### src/rtl/pht_port_sched.sv
// pht_port_sched
//   Schedules the single-port PHT SRAM of the branch predictor. ID-stage lookups
//   and MM-stage counter updates share one port. Updates are queued and applied
//   as read-modify-write operations on 2-bit saturating counters. After reset,
//   every entry is written with INIT_CTR before any traffic is accepted.
//
// Ports
//   clk, reset                  clock, synchronous active-high reset
//   lk_valid/lk_index/lk_ready  lookup request handshake
//   lk_rvalid/lk_taken          lookup result, one cycle after acceptance
//   up_valid/up_index/up_taken  update request (enqueued when up_ready)
//   up_ready                    update queue can accept
//   ram_en/ram_we/ram_addr      SRAM strobe, write enable, address
//   ram_wdata/ram_rdata         SRAM write data, read data (one cycle latency)
//   clear_done                  table initialisation finished
//
// Optional build macro PHT_SCHED_PERF_EN adds 32-bit counters
//   cnt_lk_stall, cnt_up_stall, cnt_rmw_done.

module pht_port_sched #(
    parameter int         IDX_W    = 10,
    parameter int         Q_DEPTH  = 4,
    parameter logic [1:0] INIT_CTR = 2'b01
) (
    input  logic             clk,
    input  logic             reset,
    input  logic             lk_valid,
    input  logic [IDX_W-1:0] lk_index,
    output logic             lk_ready,
    output logic             lk_rvalid,
    output logic             lk_taken,
    input  logic             up_valid,
    input  logic [IDX_W-1:0] up_index,
    input  logic             up_taken,
    output logic             up_ready,
    output logic             ram_en,
    output logic             ram_we,
    output logic [IDX_W-1:0] ram_addr,
    output logic [1:0]       ram_wdata,
    input  logic [1:0]       ram_rdata,
`ifdef PHT_SCHED_PERF_EN
    output logic [31:0]      cnt_lk_stall,
    output logic [31:0]      cnt_up_stall,
    output logic [31:0]      cnt_rmw_done,
`endif
    output logic             clear_done
);

    localparam int PTR_W = $clog2(Q_DEPTH);

    typedef enum logic       {S_CLEAR, S_RUN}      main_state_t;
    typedef enum logic [1:0] {U_IDLE, U_RD, U_WR}  upd_state_t;

    main_state_t      r_state, w_state_nxt;
    upd_state_t       r_ustate, w_ustate_nxt;

    logic [IDX_W-1:0] r_clear_ptr;
    logic             r_clear_done;
    logic             r_lk_rvalid;

    logic [IDX_W-1:0] r_q_idx   [Q_DEPTH];
    logic             r_q_taken [Q_DEPTH];
    logic [PTR_W-1:0] r_wr_ptr, r_rd_ptr;
    logic [PTR_W:0]   r_count;

    logic [1:0]       r_ctr;
    logic             r_ctr_first;

    logic             w_run, w_full, w_lk_acc, w_enq, w_deq, w_eng_grant;
    logic [1:0]       w_ctr, w_ctr_new;

    // Outputs are forced quiet while reset is asserted so no SRAM write can
    // land in the reset cycle (an in-flight RMW is simply dropped).
    assign w_run       = (r_state == S_RUN) && !reset;
    assign w_full      = (r_count == (PTR_W+1)'(Q_DEPTH));
    assign w_lk_acc    = lk_valid && lk_ready;
    assign w_enq       = up_valid && up_ready;
    assign w_eng_grant = w_run && !w_lk_acc;

    assign lk_ready   = w_run && !w_full;
    assign up_ready   = w_run && !w_full;
    assign lk_rvalid  = r_lk_rvalid && !reset;
    assign lk_taken   = lk_rvalid && ram_rdata[1];
    assign clear_done = r_clear_done && !reset;

    // The counter is only on ram_rdata in the first U_WR cycle; later cycles
    // (while lookups hold the port) use the captured copy.
    assign w_ctr = r_ctr_first ? ram_rdata : r_ctr;

    always_comb begin
        w_ctr_new = w_ctr;
        if (r_q_taken[r_rd_ptr]) begin
            if (w_ctr != 2'd3) w_ctr_new = w_ctr + 2'd1;
        end else begin
            if (w_ctr != 2'd0) w_ctr_new = w_ctr - 2'd1;
        end
    end

    // Main FSM
    always_comb begin
        w_state_nxt = r_state;
        case (r_state)
            S_CLEAR: if (r_clear_ptr == '1) w_state_nxt = S_RUN;
            S_RUN:   w_state_nxt = S_RUN;
            default: w_state_nxt = S_CLEAR;
        endcase
    end

    always_ff @(posedge clk) begin
        if (reset) begin
            r_state      <= S_CLEAR;
            r_clear_ptr  <= '0;
            r_clear_done <= 1'b0;
            r_lk_rvalid  <= 1'b0;
        end else begin
            r_state     <= w_state_nxt;
            r_lk_rvalid <= w_lk_acc;
            if (r_state == S_CLEAR) begin
                r_clear_ptr <= r_clear_ptr + 1'b1;
                if (r_clear_ptr == '1) r_clear_done <= 1'b1;
            end
        end
    end

    // Update engine FSM
    always_comb begin
        w_ustate_nxt = r_ustate;
        w_deq        = 1'b0;
        case (r_ustate)
            U_IDLE: if (r_count != '0) w_ustate_nxt = U_RD;
            U_RD:   if (w_eng_grant) w_ustate_nxt = U_WR;
            U_WR: begin
                if (w_eng_grant) begin
                    w_deq        = 1'b1;
                    w_ustate_nxt = U_IDLE;
                end
            end
            default: w_ustate_nxt = U_IDLE;
        endcase
    end

    always_ff @(posedge clk) begin
        if (reset) begin
            r_ustate    <= U_IDLE;
            r_ctr       <= '0;
            r_ctr_first <= 1'b0;
        end else begin
            r_ustate    <= w_ustate_nxt;
            r_ctr_first <= (r_ustate == U_RD) && w_eng_grant;
            if (r_ustate == U_WR) r_ctr <= w_ctr;
        end
    end

    // SRAM port mux: clear walk, then lookup, then update engine
    always_comb begin
        ram_en    = 1'b0;
        ram_we    = 1'b0;
        ram_addr  = '0;
        ram_wdata = '0;
        if (!reset) begin
            if (r_state == S_CLEAR) begin
                ram_en    = 1'b1;
                ram_we    = 1'b1;
                ram_addr  = r_clear_ptr;
                ram_wdata = INIT_CTR;
            end else if (w_lk_acc) begin
                ram_en   = 1'b1;
                ram_addr = lk_index;
            end else if (r_ustate == U_RD) begin
                ram_en   = 1'b1;
                ram_addr = r_q_idx[r_rd_ptr];
            end else if (r_ustate == U_WR) begin
                ram_en    = 1'b1;
                ram_we    = 1'b1;
                ram_addr  = r_q_idx[r_rd_ptr];
                ram_wdata = w_ctr_new;
            end
        end
    end

    // Update queue
    always_ff @(posedge clk) begin
        if (reset) begin
            r_wr_ptr <= '0;
            r_rd_ptr <= '0;
            r_count  <= '0;
        end else begin
            if (w_enq) r_wr_ptr <= r_wr_ptr + 1'b1;
            if (w_deq) r_rd_ptr <= r_rd_ptr + 1'b1;
            case ({w_enq, w_deq})
                2'b10:   r_count <= r_count + 1'b1;
                2'b01:   r_count <= r_count - 1'b1;
                default: r_count <= r_count;
            endcase
        end
    end

    always_ff @(posedge clk) begin
        if (w_enq) begin
            r_q_idx[r_wr_ptr]   <= up_index;
            r_q_taken[r_wr_ptr] <= up_taken;
        end
    end

`ifdef PHT_SCHED_PERF_EN
    logic [31:0] r_cnt_lk_stall, r_cnt_up_stall, r_cnt_rmw_done;

    always_ff @(posedge clk) begin
        if (reset) begin
            r_cnt_lk_stall <= '0;
            r_cnt_up_stall <= '0;
            r_cnt_rmw_done <= '0;
        end else begin
            if (w_run && lk_valid && !lk_ready) r_cnt_lk_stall <= r_cnt_lk_stall + 32'd1;
            if (w_run && up_valid && !up_ready) r_cnt_up_stall <= r_cnt_up_stall + 32'd1;
            if (w_deq)                          r_cnt_rmw_done <= r_cnt_rmw_done + 32'd1;
        end
    end

    assign cnt_lk_stall = r_cnt_lk_stall;
    assign cnt_up_stall = r_cnt_up_stall;
    assign cnt_rmw_done = r_cnt_rmw_done;
`endif

endmodule

### config.mk
export PLATFORM = sky130hd
export DESIGN_NAME = pht_port_sched
export DESIGN_NICKNAME = d
export VERILOG_FILES = /design/src/rtl/pht_port_sched.sv
export SDC_FILE = /design/constraint.sdc
export NUM_CORES = 1
export LEC_CHECK = 0
export CAP_MARGIN = 20
export CORE_MARGIN = 4
export CORE_UTILIZATION = 49
export CTS_CLUSTER_DIAMETER = 30
export DETAILED_ROUTE_END_ITERATION = 16
export PLACE_DENSITY = 0.86
export SLEW_MARGIN = 20
export SYNTH_ARGS = -nofsm -noshare
export SYNTH_HDL_FRONTEND = slang
export SYNTH_SLANG_ARGS = --single-unit
### constraint.sdc
create_clock -name clk -period 2.6 [get_ports clk]
set_clock_uncertainty 0.2 [all_clocks]
set_input_delay 0.52 -clock clk [delete_from_list [all_inputs] [get_ports clk]]
set_output_delay 0.52 -clock clk [all_outputs]
set_load 0.1 [all_outputs]
# == Word-level counts from Yosys, hierarchy flattened ==
# Memories as Yosys holds them, arrays and structs flattened. A register that Yosys moved wholly into a read port is not among the register bits.
# Index checks and enable logic that the tools add are counted.
# totals
regBits,25
ram_bits,44
inputBits,27
output_inout_bits,19
word_cells,86
n_memories,2
# memory_table
name,depth,word_bits,rd,rd_ports_with_merged_regs,wr,line,text
r_q_idx,4,10,1,1,1,61,logic [IDX_W-1:0] r_q_idx [Q_DEPTH];
r_q_taken,4,1,1,1,1,62,logic r_q_taken [Q_DEPTH];
# classes
add_sub_neg,7
n_eq_ne,10
n_mux,38
n_bitwise,1
reduce_logical,18
# op_table
cell,count
10-bit two-way mux,5
2-bit two-way mux,16
1-bit two-way mux,14
10-bit by 1-bit adder with 10-bit output (second input constant),1
10-bit equality test (second input constant),1
1-bit logical AND,9
2-bit inequality test (second input constant),4
2-bit by 1-bit adder with 2-bit output (second input constant),3
2-bit case mux with 3 select lines,1
3-bit case mux with 2 select lines,1
2-bit by 1-bit equality test with 1-bit output (second input constant),2
2-bit equality test (second input constant),2
2-bit nonzero test,2
3-bit by 1-bit adder with 3-bit output (second input constant),1
3-bit equality test (second input constant),1
1-bit logical NOT,3
3-bit AND reduction,1
3-bit nonzero test,1
3-bit by 1-bit subtractor with 3-bit output (second input constant),1
2-bit logical NOT,1
1-bit case mux with 2 select lines,1
2-bit AND reduction,1
2-bit by 1-bit subtractor with 2-bit output (second input constant),1
1-bit NOT,1

# == Logic depth before layout (Yosys ltp) ==
# depth
depth_word,10
depth_mapped,10
depth_no_buf,9

# == Least setup slack after synthesis ==
# Ideal clock, no wire load.
# synth_timing
path_type,input port to output port
from,input reset
to,output ram_addr[0]
arrival_time_ns,3.338
required_time_ns,1.880
slack_ns,-1.458
stages,5
n_path_buf,1
cell_sequence,nand2b_1 > nor3_1 > buf_2 > a221oi_1 > nor3_1
# synth_via
elab_chain_cells,7
# synth_rtl
item,line,text
from (decl),26,"input logic reset,"
1-bit logical NOT,-,
1-bit logical AND,74,assign w_run = (r_state == S_RUN) && !reset;
1-bit logical AND,80,assign lk_ready = w_run && !w_full;
1-bit logical AND,76,assign w_lk_acc = lk_valid && lk_ready;
10-bit two-way mux,166,end else if (w_lk_acc) begin
10-bit two-way mux,161,if (r_state == S_CLEAR) begin
10-bit two-way mux *,160,if (!reset) begin
to (decl),38,"output logic [IDX_W-1:0] ram_addr,"
# Every way passes the cells marked *; elsewhere a longest branch is shown, timed or not.

# == Worst setup path in the final report ==
# layout_timing
from,register r_count[2]
to,output ram_addr[8]
# layout_via
elab_chain_cells,7
# layout_rtl
item,line,text
from (decl),64,logic [PTR_W:0] r_count;
from (signal assigned),191,2'b10: r_count <= r_count + 1'b1;
from (signal assigned),192,2'b01: r_count <= r_count - 1'b1;
from (signal assigned),193,default: r_count <= r_count;
3-bit equality test,75,assign w_full = (r_count == (PTR_W+1)'(Q_DEPTH));
1-bit logical NOT,80,
1-bit logical AND,80,
1-bit logical AND,76,
10-bit two-way mux,166,
10-bit two-way mux,161,
10-bit two-way mux,160,
# No other way between the ends.

==> impl_metrics.csv <==
group,metric,value,unit
global_route,grt_overflow,0,
floorplan,num_io_pins,46,
worst_setup_path,crit_buf_inv,3,
clock_tree,htreeDepth,3,
global_route,grt_pass1_wl,12.1,mm
finish,finalNonFillerCells,413,
yosys,muxShareOfSynthArea,8.95,%
route,routed_wl,8.40,mm
worst_setup_path,critPathKind,"flip-flop to output port",
finish,area_growth,52.8,%
worst_setup_path,start_kind,"flip-flop",
placement,place_inst,385,
finish,nNetsFinal,370,
timing,fin_ws,-0.203,ns
clock_tree,cts.sinks,71,
yosys,synthMostInstantiatedCell,"edfxtp_1",
yosys,synth_top_family_by_area,"simple AND/OR/NAND/NOR gates",
placement,portBuffers,45,
timing,slew_headroom,59.8,%
route,avgRoutedWirePerCell,20.3,um
yosys,netlist.area_leader.share,41.1,%
floorplan,coreArea,6350,um2
worst_setup_path,critPathRequiredTime,1.88,ns
finish,layout-drive-gt1-share,42.9,%
route,drtIter0Drc,138,
yosys,synth_top_cell_by_area,"edfxtp_1",
yosys,ys_seq_area_share,57.9,%
clock_tree,cts-root-buf,"clkbuf_8",
placement,hpwl,4.81,mm
worst_setup_path,cp_slowest_stage_delay,0.42,ns
clock_tree,cts_buffer_depth,2,
timing,tns,-2.07,ns
outcome,violations,"setup timing",
finish,utilization,77.4,%
yosys,ys_types,44,
floorplan,die_h,89.0,um
worst_hold_path,hp-class,"flip-flop to flip-flop",
worst_setup_path,reg2reg_setup_slack,0.02,ns
route,viasPerCell,5.90,
yosys,synth_seq_cells,71,
route,dr.pass1.iters,5,
worst_setup_path,timing.rr.start,"r_count[2]",
finish,fillerInstances,331,
floorplan,rows,29,
finish,num_antenna_cells,0,
worst_setup_path,rr_endpoint,"r_count[2]",
clock_tree,cts_tree,"done",
worst_setup_path,crit_family,"simple AND/OR/NAND/NOR gates",
route,ant_nets,0,
global_route,grt_max_degree,38,
placement,gp_congestion,0.819,
pwr,ir_drop,0.520,mV
yosys,ys_warn_count,0,
timing,fmax,357,MHz
worst_setup_path,path_depth,7,
yosys,syn_nets,289,
route,via_count,2437,
clock_tree,clock_latency,0.37,ns
worst_setup_path,critical_path.endpoint,"ram_addr[8]",
global_route,grt_antenna_before_repair,0,
timing,tightest_slew,0.602,ns
yosys,synthTopCellsByArea,"edfxtp_1 (41%), dfxtp_1 (17%), mux4_2 (7.7%)",
yosys,synth_compound_area_share,7.82,%
timing,finalCritPeriodShare,108,%
yosys,synthArstFlopShare,0,%
timing,finalHoldViolations,0,
yosys,ys.flop_type,"edfxtp_1",
pwr,total_power,2.35,mW
floorplan,fp.dieW,89.0,um
global_route,grt_use_total,20.8,%
clock_tree,clkTransAtPathRegs,0.10,ns
yosys,netlist_area,3210,um2
floorplan,start_util,50.6,%
timing,slew_violations,0,
pwr,cellLeakagePower,1.73,nW
global_route,grt_pass1_vias,2500,
yosys,avgSynthCellArea,12.9,um2
timing,grt_setup_unrepaired,"true",
worst_setup_path,worstPathMaxFanout,8,
worst_setup_path,crit_slowest_cell,"or3b_4",
yosys,syn_inst,250,
timing,setup_violations,12,
outcome,status,"finished with violations",
placement,dp_worst_setup_slack,-0.369,ns
clock_tree,cts_made_buffers,9,
worst_setup_path,critPathCaptureType,"output port",
worst_setup_path,worstSetupStartpoint,"r_count[2]",
worst_setup_path,crit_arrival,2.08,ns
yosys,ys_top_cells_by_count,"edfxtp_1 (44), nor2_1 (31), dfxtp_1 (27)",
yosys,synth-simple-area-share,13.4,%
yosys,synthAdderAreaFrac,5.22,%
run,maxCapViolCount,0,
worst_setup_path,crit_chain,"or3b_4 -> a31oi_4 -> buf_12 -> buf_6 -> a221oi_4 -> nor3_4 -> buf_12",
yosys,synth_xor_area_share,3.81,%
worst_setup_path,r2r_cells,9,
floorplan,die_area,7920,um2
worst_setup_path,path_common_cell,"buf_12",
timing,layout_min_cycle_time,2.80,ns
yosys,synth_edf_count,44,
pwr,power_density,478,nW/um2
route,drc,0,
==> report_power, final <==
group	switching (mW)	internal (mW)	leakage (nW)
logic	0.164	0.137	1.02
registers	0.0108	1.20	0.619
clock network	0.475	0.364	0.0888
total	0.650	1.70	1.73
==> layer usage <==
| metal | share of wire, % | vias to the layer above | global-route usage (%) |
|---|---|---|---|
| met5 | 0 | - | 0 |
| met4 | 4.3 | 0 | 10.4 |
| met3 | 5.0 | 31 | 4.88 |
| met2 | 53 | 106 | 36.8 |
| met1 | 38 | 1200 | 23.5 |
| li1 | - | 1100 | - |
==> repair_timing <==
| action | in CTS | in global routing |
|---|---|---|
| pin swaps | 7 | 12 |
| endpoints found under the setup margin | 13 | 14 |
| hold buffers | 0 | 0 |
| gates cloned | 1 | 0 |
| resized for setup | 34 | 22 |
| buffers inserted | 6 | 5 |
==> state kept, by name, summed over array words and instances, names as in the netlist, named ones only <==
name,count
r_q_taken,4
r_wr_ptr,2
r_ctr,2
r_state,1
r_ctr_first,1
r_count,3
r_ustate,2
r_q_idx,40
r_lk_rvalid,1
r_clear_done,1
r_clear_ptr,10
r_rd_ptr,2
==> cell usage in the layout, fill, tap and decap left out, types with 4 or more instances in the layout <==
master | synthesis | routed
nor2_1 | 31 | 29
clkbuf_8 | 0 | 9
inv_1 | 10 | 6
mux4_2 | 11 | 11
xor2_1 | 9 | 9
a221oi_4 | 0 | 10
buf_12 | 0 | 23
buf_4 | 1 | 29
buf_6 | 0 | 4
nor3_4 | 0 | 10
xnor2_1 | 5 | 5
ha_1 | 11 | 8
mux2i_1 | 4 | 4
a21oi_1 | 8 | 5
edfxtp_1 | 44 | 44
dfxtp_1 | 27 | 20
nand2_1 | 7 | 7
clkdlybuf4s50_1 | 0 | 23
and2_1 | 5 | 4
dfxtp_4 | 0 | 6
==> how the worst min path moves through the flow <==
stage                 startpoint           end  depth (start not counted)
detailed placement  r_clear_done  r_clear_done                          1
global route        r_clear_done  r_clear_done                          1
floorplan           r_clear_done  r_clear_done                          1
CTS                 r_clear_done  r_clear_done                          1
global placement    r_clear_done  r_clear_done                          1
finish              r_clear_done  r_clear_done                          1
==> cell families after synthesis <==
kind of cell,count (synthesis)
and+or+nand+nor,83
DFF,71
AOI/OAI and AO/OA,31
buffers and inverters,23
muxes,15
xor gates and xnor gates,14
adders and majority gates,13
==> area by class of cell <==
type                    instances  area, um2  share of cell area [%]
flip-flops and latches         71       1890                    38.4
clock buffers                   9        124                    2.52
repair buffers                 83       1010                    20.5
inverters                      10       41.3                   0.841
clock inverters                 7       61.3                    1.25
well taps                      77       96.3                    1.96
multi-input cells             156       1700                    34.5
==> metrics by stage <==
stage	cell area, um2	hold slack [ns]
3_5_place_dp	4320	0.270
5_1_grt	4910	0.318
3_3_place_gp	4320	0.257
6_report	4910	0.290
2_1_floorplan	3430	0.250
4_1_cts	4730	0.291
Power figures use the tool's default switching activity.
